File: config.mk
export PLATFORM = sky130hd
export DESIGN_NAME = lcd_cmd_seq
export DESIGN_NICKNAME = d
export VERILOG_FILES = /design/src/rtl/lcd_pkg.sv /design/src/rtl/cmd_fifo.sv /design/src/rtl/lcd_cmd_seq.sv
export SDC_FILE = /design/constraint.sdc
export NUM_CORES = 1
export LEC_CHECK = 0
export ABC_AREA = 1
export BUFFER_PORTS_ARGS = -buffer_cell sky130_fd_sc_hd__buf_2
export CAP_MARGIN = 25
export CORE_MARGIN = 4
export CORE_UTILIZATION = 45
export CTS_CLUSTER_DIAMETER = 60
export CTS_CLUSTER_SIZE = 14
export DETAILED_ROUTE_END_ITERATION = 8
export GPL_ROUTABILITY_DRIVEN = 0
export MAX_ROUTING_LAYER = met4
export SETUP_SLACK_MARGIN = 0.1
export SYNTH_ARGS = -nofsm -noshare
export SYNTH_HDL_FRONTEND = slang
export SYNTH_SLANG_ARGS = --single-unit
File: constraint.sdc
create_clock -name clk -period 6.06 [get_ports clk]
set_input_delay 0.606 -clock clk [delete_from_list [all_inputs] [get_ports clk]]
set_output_delay 0.606 -clock clk [all_outputs]
set_load 0.01 [all_outputs]
File: src/rtl/lcd_pkg.sv
// Shared LCD definitions: controller opcodes and the command sequencer state encoding.
package lcd_pkg;

    localparam logic [3:0] CMD_WR   = 4'd0;
    localparam logic [3:0] CMD_SU   = 4'd1;
    localparam logic [3:0] CMD_SD   = 4'd2;
    localparam logic [3:0] CMD_SL   = 4'd3;
    localparam logic [3:0] CMD_SR   = 4'd4;
    localparam logic [3:0] CMD_MAX  = 4'd5;
    localparam logic [3:0] CMD_MIN  = 4'd6;
    localparam logic [3:0] CMD_AVG  = 4'd7;
    localparam logic [3:0] CMD_CCR  = 4'd8;
    localparam logic [3:0] CMD_CR   = 4'd9;
    localparam logic [3:0] CMD_MRX  = 4'd10;
    localparam logic [3:0] CMD_MRY  = 4'd11;
    localparam logic [3:0] CMD_LAST = 4'd11;

    typedef enum logic [2:0] {
        IDLE,
        ISSUE,
        WAIT_ACK,
        WAIT_DONE,
        FIN
    } seq_state_t;

endpackage

File: src/rtl/cmd_fifo.sv
// Synchronous FIFO holding pending opcodes; head is the oldest entry, read without popping.
module cmd_fifo #(
    parameter int unsigned DEPTH = 8,
    parameter int unsigned WIDTH = 4
) (
    input  logic             clk,
    input  logic             reset,
    input  logic             push,
    input  logic [WIDTH-1:0] din,
    input  logic             pop,
    output logic             full,
    output logic             empty,
    output logic [WIDTH-1:0] head
);

    localparam int unsigned PTR_W = $clog2(DEPTH);
    localparam int unsigned CNT_W = PTR_W + 1;

    logic [WIDTH-1:0] mem [DEPTH];
    logic [PTR_W-1:0] wr_ptr;
    logic [PTR_W-1:0] rd_ptr;
    logic [CNT_W-1:0] count;
    logic             do_push;
    logic             do_pop;

    assign full    = (count == CNT_W'(DEPTH));
    assign empty   = (count == '0);
    assign head    = mem[rd_ptr];
    assign do_push = push && !full;
    assign do_pop  = pop && !empty;

    always_ff @(posedge clk) begin
        if (do_push) begin
            mem[wr_ptr] <= din;
        end
    end

    // Pointers wrap naturally since DEPTH is a power of two.
    always_ff @(posedge clk or posedge reset) begin
        if (reset) begin
            wr_ptr <= '0;
            rd_ptr <= '0;
            count  <= '0;
        end else begin
            if (do_push) begin
                wr_ptr <= wr_ptr + PTR_W'(1);
            end
            if (do_pop) begin
                rd_ptr <= rd_ptr + PTR_W'(1);
            end
            case ({do_push, do_pop})
                2'b10:   count <= count + CNT_W'(1);
                2'b01:   count <= count - CNT_W'(1);
                default: count <= count;
            endcase
        end
    end

endmodule

File: src/rtl/lcd_cmd_seq.sv
// Host-to-LCD-controller command sequencer: filters illegal opcodes, buffers the rest,
// and issues them one at a time while the controller is idle, finishing after WRITE.
module lcd_cmd_seq
    import lcd_pkg::*;
#(
    parameter int unsigned DEPTH = 8
) (
    input  logic       clk,
    input  logic       reset,
    input  logic [3:0] host_cmd,
    input  logic       host_valid,
    output logic       host_ready,
    output logic [3:0] cmd,
    output logic       cmd_valid,
    input  logic       busy,
    input  logic       done,
    output logic       seq_done,
    output logic [7:0] drop_cnt
);

    seq_state_t state;
    logic       sealed;
    logic       fifo_full;
    logic       fifo_empty;
    logic [3:0] fifo_head;
    logic       xfer;
    logic       legal;
    logic       push;
    logic       pop;

    assign host_ready = !fifo_full && !sealed;
    assign xfer       = host_valid && host_ready;
    assign legal      = (host_cmd <= CMD_LAST);
    assign push       = xfer && legal;
    assign pop        = (state == IDLE) && !fifo_empty && !busy;

    cmd_fifo #(
        .DEPTH (DEPTH),
        .WIDTH (4)
    ) u_fifo (
        .clk   (clk),
        .reset (reset),
        .push  (push),
        .din   (host_cmd),
        .pop   (pop),
        .full  (fifo_full),
        .empty (fifo_empty),
        .head  (fifo_head)
    );

    // Illegal opcodes are consumed but only counted; a stored WRITE closes the host port.
    always_ff @(posedge clk or posedge reset) begin
        if (reset) begin
            sealed   <= 1'b0;
            drop_cnt <= 8'd0;
        end else begin
            if (push && (host_cmd == CMD_WR)) begin
                sealed <= 1'b1;
            end
            if (xfer && !legal && (drop_cnt != 8'hFF)) begin
                drop_cnt <= drop_cnt + 8'd1;
            end
        end
    end

    // cmd is driven to 0 outside the issue cycle, since the controller decodes it unqualified.
    always_ff @(posedge clk or posedge reset) begin
        if (reset) begin
            state     <= IDLE;
            cmd       <= 4'd0;
            cmd_valid <= 1'b0;
            seq_done  <= 1'b0;
        end else begin
            case (state)
                IDLE: begin
                    if (pop) begin
                        cmd       <= fifo_head;
                        cmd_valid <= 1'b1;
                        state     <= ISSUE;
                    end
                end
                ISSUE: begin
                    cmd       <= 4'd0;
                    cmd_valid <= 1'b0;
                    state     <= (cmd == CMD_WR) ? WAIT_DONE : WAIT_ACK;
                end
                WAIT_ACK: begin
                    if (busy) begin
                        state <= IDLE;
                    end
                end
                WAIT_DONE: begin
                    if (done) begin
                        seq_done <= 1'b1;
                        state    <= FIN;
                    end
                end
                FIN: begin
                    state <= FIN;
                end
                default: begin
                    state     <= IDLE;
                    cmd       <= 4'd0;
                    cmd_valid <= 1'b0;
                end
            endcase
        end
    end

endmodule

==> summary.md, run 1 <==
| Metric | Value |
|---|---|
| Status | `finished, final reports clean` |
| WP data arrival | `between 2000 and 2500 ps` |
| Post_cts resized | `0` |
| Port Buffers | `23` |
| Vias in the first global route | `around 2000` |
| Crit end category | `flip-flop` |
| Final count of pins violating max slew | `0` |
| N_diodes | `0` |
| Root Buffer Master | `clkbuf_8` |
| Worst r2r dst | `u_fifo.count[2]` |
| Via-per-instance ratio | `5.02` |
| Setup Total Neg Slack | `0 ps` |
| Final Critical Period | `roughly 2200 ps` |
| Worst-skew pair later-pin latency | `~330 ps` |
| Slowest CP cell | `dfrtp_1` |
| Final wirelength | `about 5600 um` |
| Final setup vio count | `0` |
| Core Footprint | `between 0.006 and 0.007 mm^2` |
| Kind of critical path | `reg -> reg` |
| CP delay by family, top | `simple AND/OR/NAND/NOR gates` |
| Die extent in y | `just under 90 um` |
| CTS Buffer Depth | `2` |
| HP Class | `in -> async` |
| Slew HR | `a little under three fifths` |
| PwrDens | `~270 mW/mm^2` |
| R2R Path Start | `u_fifo.count[1]` |
| P_leak | `between 1 and 1.5 nW` |
| Clock transition at path regs | `about 70 ps` |
| I/O Pins | `24` |
| Share of layout cells above drive strength 1 | `about a fifth` |
| Slew of the pin with the lowest slew margin | `644 ps` |
| Die area | `roughly 0.0077 mm^2` |
| #FFs+latches synth | `60` |
| TritonCTS buffer count | `9` |
| Clock sinks | `60` |
| Pin count of the biggest net entering global routing | `21` |
| Most frequent cells in the layout | `72 x nand2_1, 45 x nor2_1, 32 x edfxtp_1, 28 x dfrtp_1, 23 x buf_2` |
| Area delta synth->final | `13.9%` |
| TritonCTS clock tree | `yes` |
| Initial antenna violation count | `0` |
| CTS Hold Buffers Added | `0` |
| Rows | `28` |
| CTS H-tree lvls | `3` |
| Setup Skew | `approximately 4.1 ps` |
| Crit start category | `flip-flop` |
| First-pass GRT wire length | `around 9500 um` |
| Mean Syn Cell Area | `approximately 9.7 um^2` |
| Netlist cell types | `31` |
| Post-DP HPWL | `3940 um` |
| DRC viols | `0` |
| Die X-Extent | `a little under 90 um` |
| Synth Warn # | `0` |
| Vias | `2027` |
| # Post-CTS Setup Buffers | `0` |
| Routed wire per std cell | `13.8 um` |
| Worst EP required | `approximately 6300 ps` |
| CP Buf/Inv Count | `2` |
| Max Cap Violations | `0` |
| Most common cell after layout, fill and taps aside | `nand2_1` |
| Post-synthesis instance total | `approximately 290` |
| Critical Path Max Stage Delay | `440 ps` |
| Total gr overflow | `0` |
| DRT antenna net count | `0` |
| RSZ-0062 raised after global routing | `no` |
| Crit Path Max Fanout | `9` |
| Final period util | `around 36%` |
| Starting Density | `47.2%` |
| Seq/Total Area, Yosys | `58.4%` |
| Hold slack | `about 260 ps` |
| Drt first pass iters | `4` |
| 1st-iter DRT viols | `between 100 and 150` |
| # nets final | `roughly 340` |
| Pwr Total | `roughly 0.9 mW` |
| Global Route Usage Sum | `17.2%` |
| FF-to-FF setup slack | `3870 ps` |
| Post-Syn Nets | `a little over 300` |
| Reg2Reg Depth | `12` |
| Fmax | `between 400 and 500 MHz` |
| CP cell instances | `nor2_2, nand2_1, nand3_2, inv_2, ha_1, nand2_1, inv_1, nor2_1, ha_1, a21oi_1, or2_2, a31oi_1` |
| Final-report hold violation count | `0` |
| Peak VDD IR | `around 0.15 mV` |
| Post-Syn Area | `roughly 0.0028 mm^2` |
[report_power, final]
part	switching [mW]	internal, mW	leakage (nW)
Clock	0.152	0.198	0.0967
Combinational	0.0556	0.0291	0.739
Sequential	0.0106	0.442	0.645
Total	0.218	0.669	1.48
[flip-flops by register name (all words and copies together) (netlist names)]
register / count
drop_cnt: 8
u_fifo.wr_ptr: 3
seq_done: 1
u_fifo.mem: 32
u_fifo.rd_ptr: 3
sealed: 1
cmd_valid: 1
state: 3
cmd: 4
u_fifo.count: 4
[how the worst max path moves through the flow]
stage / start / to / slack (ps) / cells after the start
global route: u_fifo.count[1] / u_fifo.count[2] / 3650 / 12
global placement: host_cmd[2] / u_fifo.count[2] / 3750 / 13
CTS: u_fifo.count[1] / u_fifo.count[2] / 3860 / 12
finish: u_fifo.count[1] / u_fifo.count[2] / 3870 / 12
detailed placement: host_cmd[2] / u_fifo.count[2] / 3680 / 13
floorplan: host_cmd[2] / u_fifo.count[2] / 4000 / 12
[cells in the mapped netlist]
cell type	count	area (um^2)
nand2_2	3	18.8
nor2_2	8	50.1
nand3_1	19	95.1
ha_1	6	75.1
buf_4	1	7.51
buf_6	2	22.5
nor4_1	1	6.26
nand4_2	1	12.5
buf_2	1	5.00
o21ai_0	20	100
nand3b_1	1	7.51
o21ai_1	1	5.00
nand2_1	72	270
nand3_4	1	17.5
a21oi_1	4	20.0
nor2_4	1	11.3
edfxtp_1	32	961
a31oi_1	2	12.5
inv_2	6	22.5
nor2_1	45	169
dfrtp_1	28	701
inv_1	18	67.6
or2_2	1	6.26
xnor2_1	4	35.0
o21a_1	1	7.51
clkinv_1	1	3.75
nor2_8	1	20.0
nand2_4	2	22.5
nand3_2	4	40.0
a31o_2	1	8.76
xor2_1	5	43.8
[layout make-up]
class                   instances  area, um^2
clock buffers                  11         141
well taps                      75        93.8
repair buffers                 24         143
fillers                       555        2790
clock inverters                 5        51.3
flip-flops and latches         60        1660
multi-input cells             204        1050
inverters                      25        93.8
[stage by stage]
| stage | setup slack [ps] | instances | instance area, um^2 | util [%] |
|---|---|---|---|---|
| after floorplan | 4000 | 293 | 2850 | - |
| after global placement | 3750 | 387 | 3020 | 50.1 |
| after detailed placement | 3680 | 388 | 3050 | 50.6 |
| after CTS | 3860 | 404 | 3240 | 53.8 |
| after global routing | 3650 | 404 | 3240 | 53.8 |
| final | 3870 | 404 | 3240 | 53.8 |
[logic make-up after synthesis]
logic type | after synthesis | share of synthesized area [%]
adders and majority gates | 6 | 2.64
AOI/OAI and AO/OA | 29 | 5.41
and+or+nand+nor | 160 | 26.3
xor gates and xnor gates | 9 | 2.77
buffers and inverters | 29 | 4.53
DFF | 60 | 58.4
[layer usage]
layer	vias up	part of all wire [%]	global-route usage, %
met4	0	2.6	9.62
met5	-	0	-
li1	1018	-	-
met3	11	4.5	3.69
met2	43	45	24.9
met1	955	47	22.2
(Power assumes the default switching activity.)
==> run 2, diff against run 1 <==
--- a/config.mk
+++ b/config.mk
@@ -5,7 +5,7 @@
 export SDC_FILE = /design/constraint.sdc
 export NUM_CORES = 1
 export LEC_CHECK = 0
-export ABC_AREA = 1
+export ABC_AREA = 0
 export BUFFER_PORTS_ARGS = -buffer_cell sky130_fd_sc_hd__buf_2
 export CAP_MARGIN = 25
 export CORE_MARGIN = 4
==> constraint.sdc (replaced) <==
create_clock -name clk -period 2.05 [get_ports clk]
set_input_delay 0.205 -clock clk [delete_from_list [all_inputs] [get_ports clk]]
set_output_delay 0.205 -clock clk [all_outputs]
set_load 0.01 [all_outputs]
==> run 2 against run 1 <==
  * Cell count is 24% lower
  * Worst setup slack worse by 3900 ps
  * Final area is 2.5% higher
  * Global-route usage is 0.18 points lower
  * The flow now finishes with violations (negative setup slack)
  * Via count is 18% lower
  * Die area is 7.2% lower
  * Area after synthesis is 8.0% lower
  * Flip-flop and latch count stayed put
  * Wire length is 5.2% lower
  * Combinational power grew to 20 times the previous value
  * Largest power group unchanged
==> summary.md, run 2 <==
| Metric | Value |
|---|---|
| Status | `complete, but fails checks (was finished, final reports clean)` |
| Failing checks | `negative setup slack` |
| Clock network power share | `21.0% (was 39.5%)` |
| Mux share of post-synthesis cell area | `10.6% (was 0%)` |
| Starting Density | `47.0% (was 47.2%)` |
| Initial antenna violation count | `0 (unchanged)` |
| Slew HR | `72.4% (was 57.0%)` |
| CTS H-tree lvls | `3 (unchanged)` |
| Number of synthesized flops with an enable pin | `32 (unchanged)` |
| CP Buf/Inv Count | `2 (unchanged)` |
| Post-synthesis async set-or-reset flop share | `46.7% (unchanged)` |
| Via-per-instance ratio | `5.40 (was 5.02)` |
| Post-Syn Nets | `189 (was 308)` |
| Post-DP HPWL | `3720 um (was 3940 um)` |
| #FFs+latches synth | `60 (unchanged)` |
| Setup WS post-layout | `-71.1 ps (was 3870 ps)` |
| Multi-input logic area | `0.00105 mm^2 (about the same)` |
| Largest regs | `u_fifo.mem (32), drop_cnt (8) (unchanged)` |
| TritonCTS clock tree | `yes (unchanged)` |
| Setup Skew | `8.38 ps (was 4.13 ps)` |
| Area delta synth->final | `26.9% (was 13.9%)` |
| Port Buffers | `23 (unchanged)` |
| Drt first pass iters | `4 (unchanged)` |
| Final wirelength | `5280 um (was 5570 um)` |
| Seq/Total Area, Yosys | `63.4% (was 58.4%)` |
| Final Critical Period | `2120 ps (was 2190 ps)` |
| Largest family of logic cells by synthesized area | `simple AND/OR/NAND/NOR gates (unchanged)` |
| First-pass GRT wire length | `9010 um (was 9490 um)` |
| CP cell instances | `buf_6, nor4_4, buf_4, nor4_4, ha_4, xor2_2, ha_4, a21oi_4, xor2_1, nor2_1, xor2_1 (was nor2_2, nand2_1, nand3_2, inv_2, ha_1, nand2_1, inv_1, nor2_1, ha_1, a21oi_1, or2_2, a31oi_1)` |
| Most frequent cells after synthesis | `32 x edfxtp_1, 28 x dfrtp_1, 13 x xor2_1 (was 72 x nand2_1, 45 x nor2_1, 32 x edfxtp_1)` |
| Yosys top cell by area | `edfxtp_1 (unchanged)` |
| Worst r2r dst | `u_fifo.count[2] (unchanged)` |
| Die extent in y | `84.3 um (was 87.5 um)` |
| # fillers | `443 (was 555)` |
| Total gr overflow | `0 (unchanged)` |
| Sequential share of power | `41.2% (was 51.0%)` |
| Die X-Extent | `84.3 um (was 87.5 um)` |
| Reg2Reg Depth | `11 (was 12)` |
| Final period util | `103% (was 36.1%)` |
| CTS Buffer Depth | `2 (unchanged)` |
| Max Cap Violations | `0 (unchanged)` |
| Synth Warn # | `0 (unchanged)` |
| Crit end category | `flip-flop (unchanged)` |
| N_diodes | `0 (unchanged)` |
| Crit Path Max Fanout | `3 (was 9)` |
| DRT antenna net count | `0 (unchanged)` |
| Yosys top cell area share | `36.7% (was 33.8%)` |
| Largest Register | `u_fifo.mem (unchanged)` |
| R2R Path Start | `u_fifo.count[0] (was u_fifo.count[1])` |
| Sw frac | `35.1% (was 24.6%)` |
| PwrDens | `1340 mW/mm^2 (was 274 mW/mm^2)` |
| RSZ-0062 raised after global routing | `yes (was no)` |
| Vias in the first global route | `1805 (was 1976)` |
| Hold slack | `114 ps (was 262 ps)` |
| Pin count of the biggest net entering global routing | `29 (was 21)` |
| Root Buffer Master | `clkbuf_8 (unchanged)` |
| Synth Area in Compound Gates | `4.73% (was 5.41%)` |
| Largest register FFs | `32 (unchanged)` |
| Final-report hold violation count | `0 (unchanged)` |
| Top_reg_cell synth | `edfxtp_1 (unchanged)` |
| Dominant cells by area after synthesis | `edfxtp_1 37%, dfrtp_1 27%, mux4_2 6.9% (was edfxtp_1 34%, dfrtp_1 25%, nand2_1 9.5%)` |
| # nets final | `246 (was 339)` |
| P_int | `2.88 mW (was 0.669 mW)` |
| Final count of pins violating max slew | `0 (unchanged)` |
| Synth Area in XOR/XNOR | `5.02% (was 2.77%)` |
| Slew of the pin with the lowest slew margin | `414 ps (was 644 ps)` |
| Clock sinks | `60 (unchanged)` |
| Routed wire per std cell | `17.1 um (was 13.8 um)` |
| Final setup vio count | `2 (was 0)` |
| Crit start category | `flip-flop (unchanged)` |
| Worst EP required | `2280 ps (was 6310 ps)` |
| CP delay by family, top | `XOR/XNOR gates (was simple AND/OR/NAND/NOR gates)` |
| Critical Path Max Stage Delay | `400 ps (was 440 ps)` |
| Peak VDD IR | `0.643 mV (was 0.154 mV)` |
| P_leak | `1.34 nW (was 1.48 nW)` |
| Post-layout util | `59.6% (was 53.8%)` |
| TritonCTS buffer count | `9 (unchanged)` |
| Register area | `0.00166 mm^2 (about the same)` |
| Global Route Usage Sum | `17.0% (was 17.2%)` |
| FF-to-FF setup slack | `-70 ps (was 3870 ps)` |
| Hold path depth | `2` |
| Hold EP | `sealed` |
| Die area | `0.00710 mm^2 (was 0.00766 mm^2)` |
| I/O Pins | `24 (unchanged)` |
| Synth Area in Adders | `2.87% (was 2.64%)` |
| Fmax | `471 MHz (was 457 MHz)` |
| Mean Syn Cell Area | `15.1 um^2 (was 9.71 um^2)` |
| DRC viols | `0 (unchanged)` |
| Share of layout cells above drive strength 1 | `42.8% (was 20.4%)` |
| Hold path startpoint | `host_valid` |
| 1st-iter DRT viols | `97 (was 136)` |
| Core Footprint | `0.00557 mm^2 (was 0.00603 mm^2)` |
| Simple-gate area share of the yosys netlist | `12.4% (was 26.3%)` |
| Combinational share of power | `37.8% (was 9.5%)` |
| HP Class | `in -> reg (was in -> async)` |
| Rows | `27 (was 28)` |
| Vias | `1662 (was 2027)` |
| WP data arrival | `2350 ps (was 2440 ps)` |
| Kind of critical path | `reg -> reg (unchanged)` |
| Count leader, synth | `edfxtp_1 (was nand2_1)` |
| Post-Syn Area | `0.00262 mm^2 (was 0.00285 mm^2)` |
| Clock transition at path regs | `80 ps (was 70 ps)` |
| Netlist cell types | `40 (was 31)` |
| Post-synthesis instance total | `174 (was 293)` |
| Switching power | `1.56 mW (was 0.218 mW)` |
| Slowest CP cell | `dfrtp_1 (unchanged)` |
| Worst-skew pair later-pin latency | `340 ps (was 330 ps)` |
| Most common cell after layout, fill and taps aside | `edfxtp_1 (was nand2_1)` |
| Most frequent cells in the layout | `32 x edfxtp_1, 26 x dfrtp_1, 22 x buf_2, 21 x buf_4, 12 x xor2_1 (was 72 x nand2_1, 45 x nor2_1, 32 x edfxtp_1, 28 x dfrtp_1, 23 x buf_2)` |
run 2: changes by cell type after synthesis, sizes merged, moves of 19 or more:
| cell | change |
|---|---|
| nand3 | -19 |
| o21ai | -20 |
| nand2 | -68 |
| nor2 | -44 |
| inv | -20 |
run 2: cells by family after synthesis:
| kind of cell | after synthesis |
|---|---|
| buffers and inverters | 6 |
| muxes | 16 |
| adders and majority gates | 6 |
| DFF | 60 |
| xor gates and xnor gates | 15 |
| and+or+nand+nor | 55 |
| AOI/OAI and AO/OA | 16 |
run 2: how the worst max path moves through the flow:
stage | from | end | slack, ps | cells past startpoint
finish | u_fifo.count[0] | u_fifo.count[2] | -70 | 11
global route | u_fifo.count[0] | u_fifo.count[2] | -180 | 11
CTS | u_fifo.count[0] | u_fifo.count[2] | -60 | 11
detailed placement | u_fifo.count[2] | u_fifo.count[2] | -90 | 9
global placement | u_fifo.count[2] | u_fifo.count[2] | -10 | 9
floorplan | state[1] | u_fifo.count[2] | -230 | 9
run 2: metal layers:
layer	track usage, %	vias to the layer above	routed length (um)
met1	20.0	830	2220
met5	-	-	0
met4	7.31	0	131
met2	26.0	46	2650
li1	-	772	-
met3	6.67	14	276
run 2: through the flow:
step | instance area, um^2 | setup slack (ps) | std cells | TNS [ps] | total power [mW]
6_report | 3320 | -71.1 | 308 | -84.3 | 4.44
5_1_grt | 3320 | -181 | 308 | -358 | 4.72
4_1_cts | 3220 | -62.0 | 306 | -97.1 | 4.28
3_5_place_dp | 2960 | -86.6 | 286 | -119 | 3.22
3_3_place_gp | 2960 | -11.5 | 286 | -11.5 | 3.14
2_1_floorplan | 2620 | -235 | 174 | -575 | 2.71
run 2: area by class of cell:
| class | count | share of cell area [%] |
|---|---|---|
| clock inverters | 7 | 1.58 |
| multi-input cells | 108 | 31.7 |
| repair buffers | 48 | 9.72 |
| clock buffers | 9 | 3.73 |
| well taps | 72 | 2.71 |
| inverters | 4 | 0.452 |
| flip-flops and latches | 60 | 50.1 |
run 2: power groups by stage:
stage / clock [mW] / combinational [mW] / sequential [mW]
2_1_floorplan: 0 / 0.926 / 1.78
3_3_place_gp: 0 / 1.32 / 1.82
3_5_place_dp: 0 / 1.39 / 1.83
4_1_cts: 0.955 / 1.51 / 1.82
5_1_grt: 1.01 / 1.84 / 1.87
6_report: 0.931 / 1.68 / 1.83
run 2: what timing repair did:
item / CTS / global route
pin swaps: 8 / 11
setup endpoints to repair: 16 / 24
hold buffers: 1 / 0
resized for setup: 12 / 16
hold endpoints to repair: 28 / 0
buffers inserted: 3 / 2
run 2: worst register-to-register path, cell delays in order, from the launching register on:
cell	delay [ps]
dfrtp_1	400
buf_6	130
nor4_4	240
buf_4	160
nor4_4	50
ha_4	190
xor2_2	150
ha_4	170
a21oi_4	110
xor2_1	180
nor2_1	80
xor2_1	160
==> run 3, diff against run 2 <==
--- a/config.mk
+++ b/config.mk
@@ -14,7 +14,6 @@
 export CTS_CLUSTER_SIZE = 14
 export DETAILED_ROUTE_END_ITERATION = 8
 export GPL_ROUTABILITY_DRIVEN = 0
-export MAX_ROUTING_LAYER = met4
 export SETUP_SLACK_MARGIN = 0.1
 export SYNTH_ARGS = -nofsm -noshare
 export SYNTH_HDL_FRONTEND = slang
==> run 3 against run 2 <==
  * The flow still finishes with violations (negative setup slack)
  * Highest routed layer unchanged
  * Flip-flop and latch count stayed put
  * Clock skew hardly changed
  * Critical path depth stayed put
  * Fmax is 0.50% lower
  * Sequential power hardly changed
  * Wire length hardly changed
==> summary.md, run 3 (same netlist as run 2, synthesis figures left out) <==
| Metric | Value |
|---|---|
| Status | `complete, but fails checks (unchanged)` |
| Failing checks | `negative setup slack (unchanged)` |
| Largest regs | `u_fifo.mem (32), drop_cnt (8) (unchanged)` |
| Drt first pass iters | `5 (was 4)` |
| Die extent in y | `84.3 um (unchanged)` |
| TritonCTS clock tree | `yes (unchanged)` |
| Vias in the first global route | `1810 (was 1805)` |
| Crit start category | `flip-flop (unchanged)` |
| RSZ-0062 raised after global routing | `yes (unchanged)` |
| Worst r2r dst | `u_fifo.count[2] (unchanged)` |
| FF-to-FF setup slack | `-80 ps (was -70 ps)` |
| Via-per-instance ratio | `5.43 (was 5.40)` |
| DRT antenna net count | `0 (unchanged)` |
| Port Buffers | `23 (unchanged)` |
| Slew of the pin with the lowest slew margin | `409 ps (was 414 ps)` |
| Crit end category | `flip-flop (unchanged)` |
| Root Buffer Master | `clkbuf_8 (unchanged)` |
| Initial antenna violation count | `0 (unchanged)` |
| Final wirelength | `5280 um (about the same)` |
| Pin count of the biggest net entering global routing | `29 (unchanged)` |
| DRC viols | `0 (unchanged)` |
| Setup Skew | `8.44 ps (was 8.38 ps)` |
| Largest Register | `u_fifo.mem (unchanged)` |
| Dpl cell area | `0.00296 mm^2 (unchanged)` |
| Die area | `0.00710 mm^2 (unchanged)` |
| Placed insts | `286 (unchanged)` |
| Routing usage on met3 | `6.77% (was 6.67%)` |
| CTS H-tree lvls | `3 (unchanged)` |
| Core Footprint | `0.00557 mm^2 (unchanged)` |
| Max Cap Violations | `0 (unchanged)` |
| Share of layout cells above drive strength 1 | `42.8% (unchanged)` |
| Clock sinks | `60 (unchanged)` |
| Most common cell after layout, fill and taps aside | `edfxtp_1 (unchanged)` |
| Fin cells | `308 (unchanged)` |
| Routed wire per std cell | `17.1 um (about the same)` |
| Worst-skew pair later-pin latency | `340 ps (about the same)` |
| Final count of pins violating max slew | `0 (unchanged)` |
| N_diodes | `0 (unchanged)` |
| First-pass GRT wire length | `8980 um (was 9010 um)` |
| Final Critical Period | `2130 ps (was 2120 ps)` |
| Final period util | `104% (was 103%)` |
| CTS Buffer Depth | `2 (unchanged)` |
| WP data arrival | `2360 ps (was 2350 ps)` |
| Die X-Extent | `84.3 um (unchanged)` |
| Fmax | `469 MHz (was 471 MHz)` |
| Slew HR | `72.8% (was 72.4%)` |
| GR Layer Usage met2 | `26.0% (unchanged)` |
| Area delta synth->final | `26.9% (unchanged)` |
| Worst EP required | `2270 ps (was 2280 ps)` |
| Post-DP HPWL | `3720 um (unchanged)` |
| Crit Path Max Fanout | `3 (unchanged)` |
| Kind of critical path | `reg -> reg (unchanged)` |
| CP startpoint | `u_fifo.count[0] (unchanged)` |
| Rows | `27 (unchanged)` |
| P_leak | `1.34 nW (unchanged)` |
| Starting Density | `47.0% (unchanged)` |
| Vias | `1673 (was 1662)` |
| PwrDens | `1330 mW/mm^2 (was 1340 mW/mm^2)` |
| Global Route Usage Sum | `16.4% (was 17.0%)` |
| Peak VDD IR | `0.643 mV (about the same)` |
| GRT busiest layer | `met2 (unchanged)` |
| # nets final | `246 (unchanged)` |
| Total gr overflow | `0 (unchanged)` |
| Largest register FFs | `32 (unchanged)` |
| TritonCTS buffer count | `9 (unchanged)` |
| 1st-iter DRT viols | `91 (was 97)` |
| Met1 usage | `19.8% (was 20.0%)` |
| I/O Pins | `24 (unchanged)` |
| Setup WS post-layout | `-81.7 ps (was -71.1 ps)` |
| Clock transition at path regs | `80 ps (about the same)` |
| Post-route cell area | `0.00332 mm^2 (unchanged)` |
| CP endpoint | `u_fifo.count[2] (unchanged)` |
| HP Class | `in -> reg (unchanged)` |
| Final-report hold violation count | `0 (unchanged)` |
| Most frequent cells in the layout | `32 x edfxtp_1, 26 x dfrtp_1, 22 x buf_2, 21 x buf_4, 12 x xor2_1 (unchanged)` |
| Final setup vio count | `2 (unchanged)` |
| Reg2Reg Depth | `11 (unchanged)` |
| R2R Path Start | `u_fifo.count[0] (unchanged)` |
| Post-layout util | `59.6% (unchanged)` |
[run 3: metal layers]
metal / routed length, um / vias up
met3: 229 / 10
li1: - / 772
met5: 0 / -
met1: 2260 / 846
met4: 101 / 0
met2: 2690 / 45
[run 3: timing repair]
item,4_1_cts,5_1_grt
pin swaps,8,11
buffers inserted,3,2
endpoints found under the setup margin,16,24
gates resized for setup,12,16
hold buffers,1,0
hold endpoints to repair,28,0
[run 3: critical path, cell delays in order (launching register included)]
cell and delay, ps:
dfrtp_1 410, buf_6 130, nor4_4 240, buf_4 160, nor4_4 50, ha_4 190
xor2_2 150, ha_4 170, a21oi_4 110, xor2_1 180, nor2_1 80, xor2_1 160
[run 3: stage by stage]
| stage | setup slack [ps] | TNS, ps | hold slack [ps] | power, mW |
|---|---|---|---|---|
| 4_1_cts | -62.0 | -97.1 | 102 | 4.28 |
| 3_5_place_dp | -86.6 | -119 | 289 | 3.22 |
| 3_3_place_gp | -11.5 | -11.5 | 276 | 3.14 |
| 5_1_grt | -181 | -358 | 100 | 4.72 |
| 2_1_floorplan | -235 | -575 | 270 | 2.71 |
| 6_report | -81.7 | -94.7 | 120 | 4.43 |
[run 3: layout make-up]
cell class / count / area (um^2)
clock buffers: 9 / 124
multi-input cells: 108 / 1050
clock inverters: 7 / 52.6
inverters: 4 / 15.0
flip-flops and latches: 60 / 1660
well taps: 72 / 90.1
repair buffers: 48 / 323
fillers: 443 / 2250
[run 3: how the worst min path moves through the flow]
stage / start / end / slack [ps] / depth (start not counted)
final: host_valid / sealed / 120 / 2
after global routing: host_valid / sealed / 100 / 2
after CTS: host_valid / sealed / 100 / 2
after detailed placement: reset / drop_cnt[6] / 290 / 3
after global placement: reset / drop_cnt[6] / 280 / 3
after floorplan: reset / cmd[0] / 270 / 1
[run 3: where the power goes]
| group | internal (mW) | total, mW | leakage [nW] | switching (mW) |
|---|---|---|---|---|
| logic | 0.923 | 1.68 | 0.618 | 0.757 |
| clock network | 0.443 | 0.927 | 0.0896 | 0.484 |
| registers | 1.51 | 1.83 | 0.634 | 0.315 |
| total | 2.88 | 4.43 | 1.34 | 1.56 |
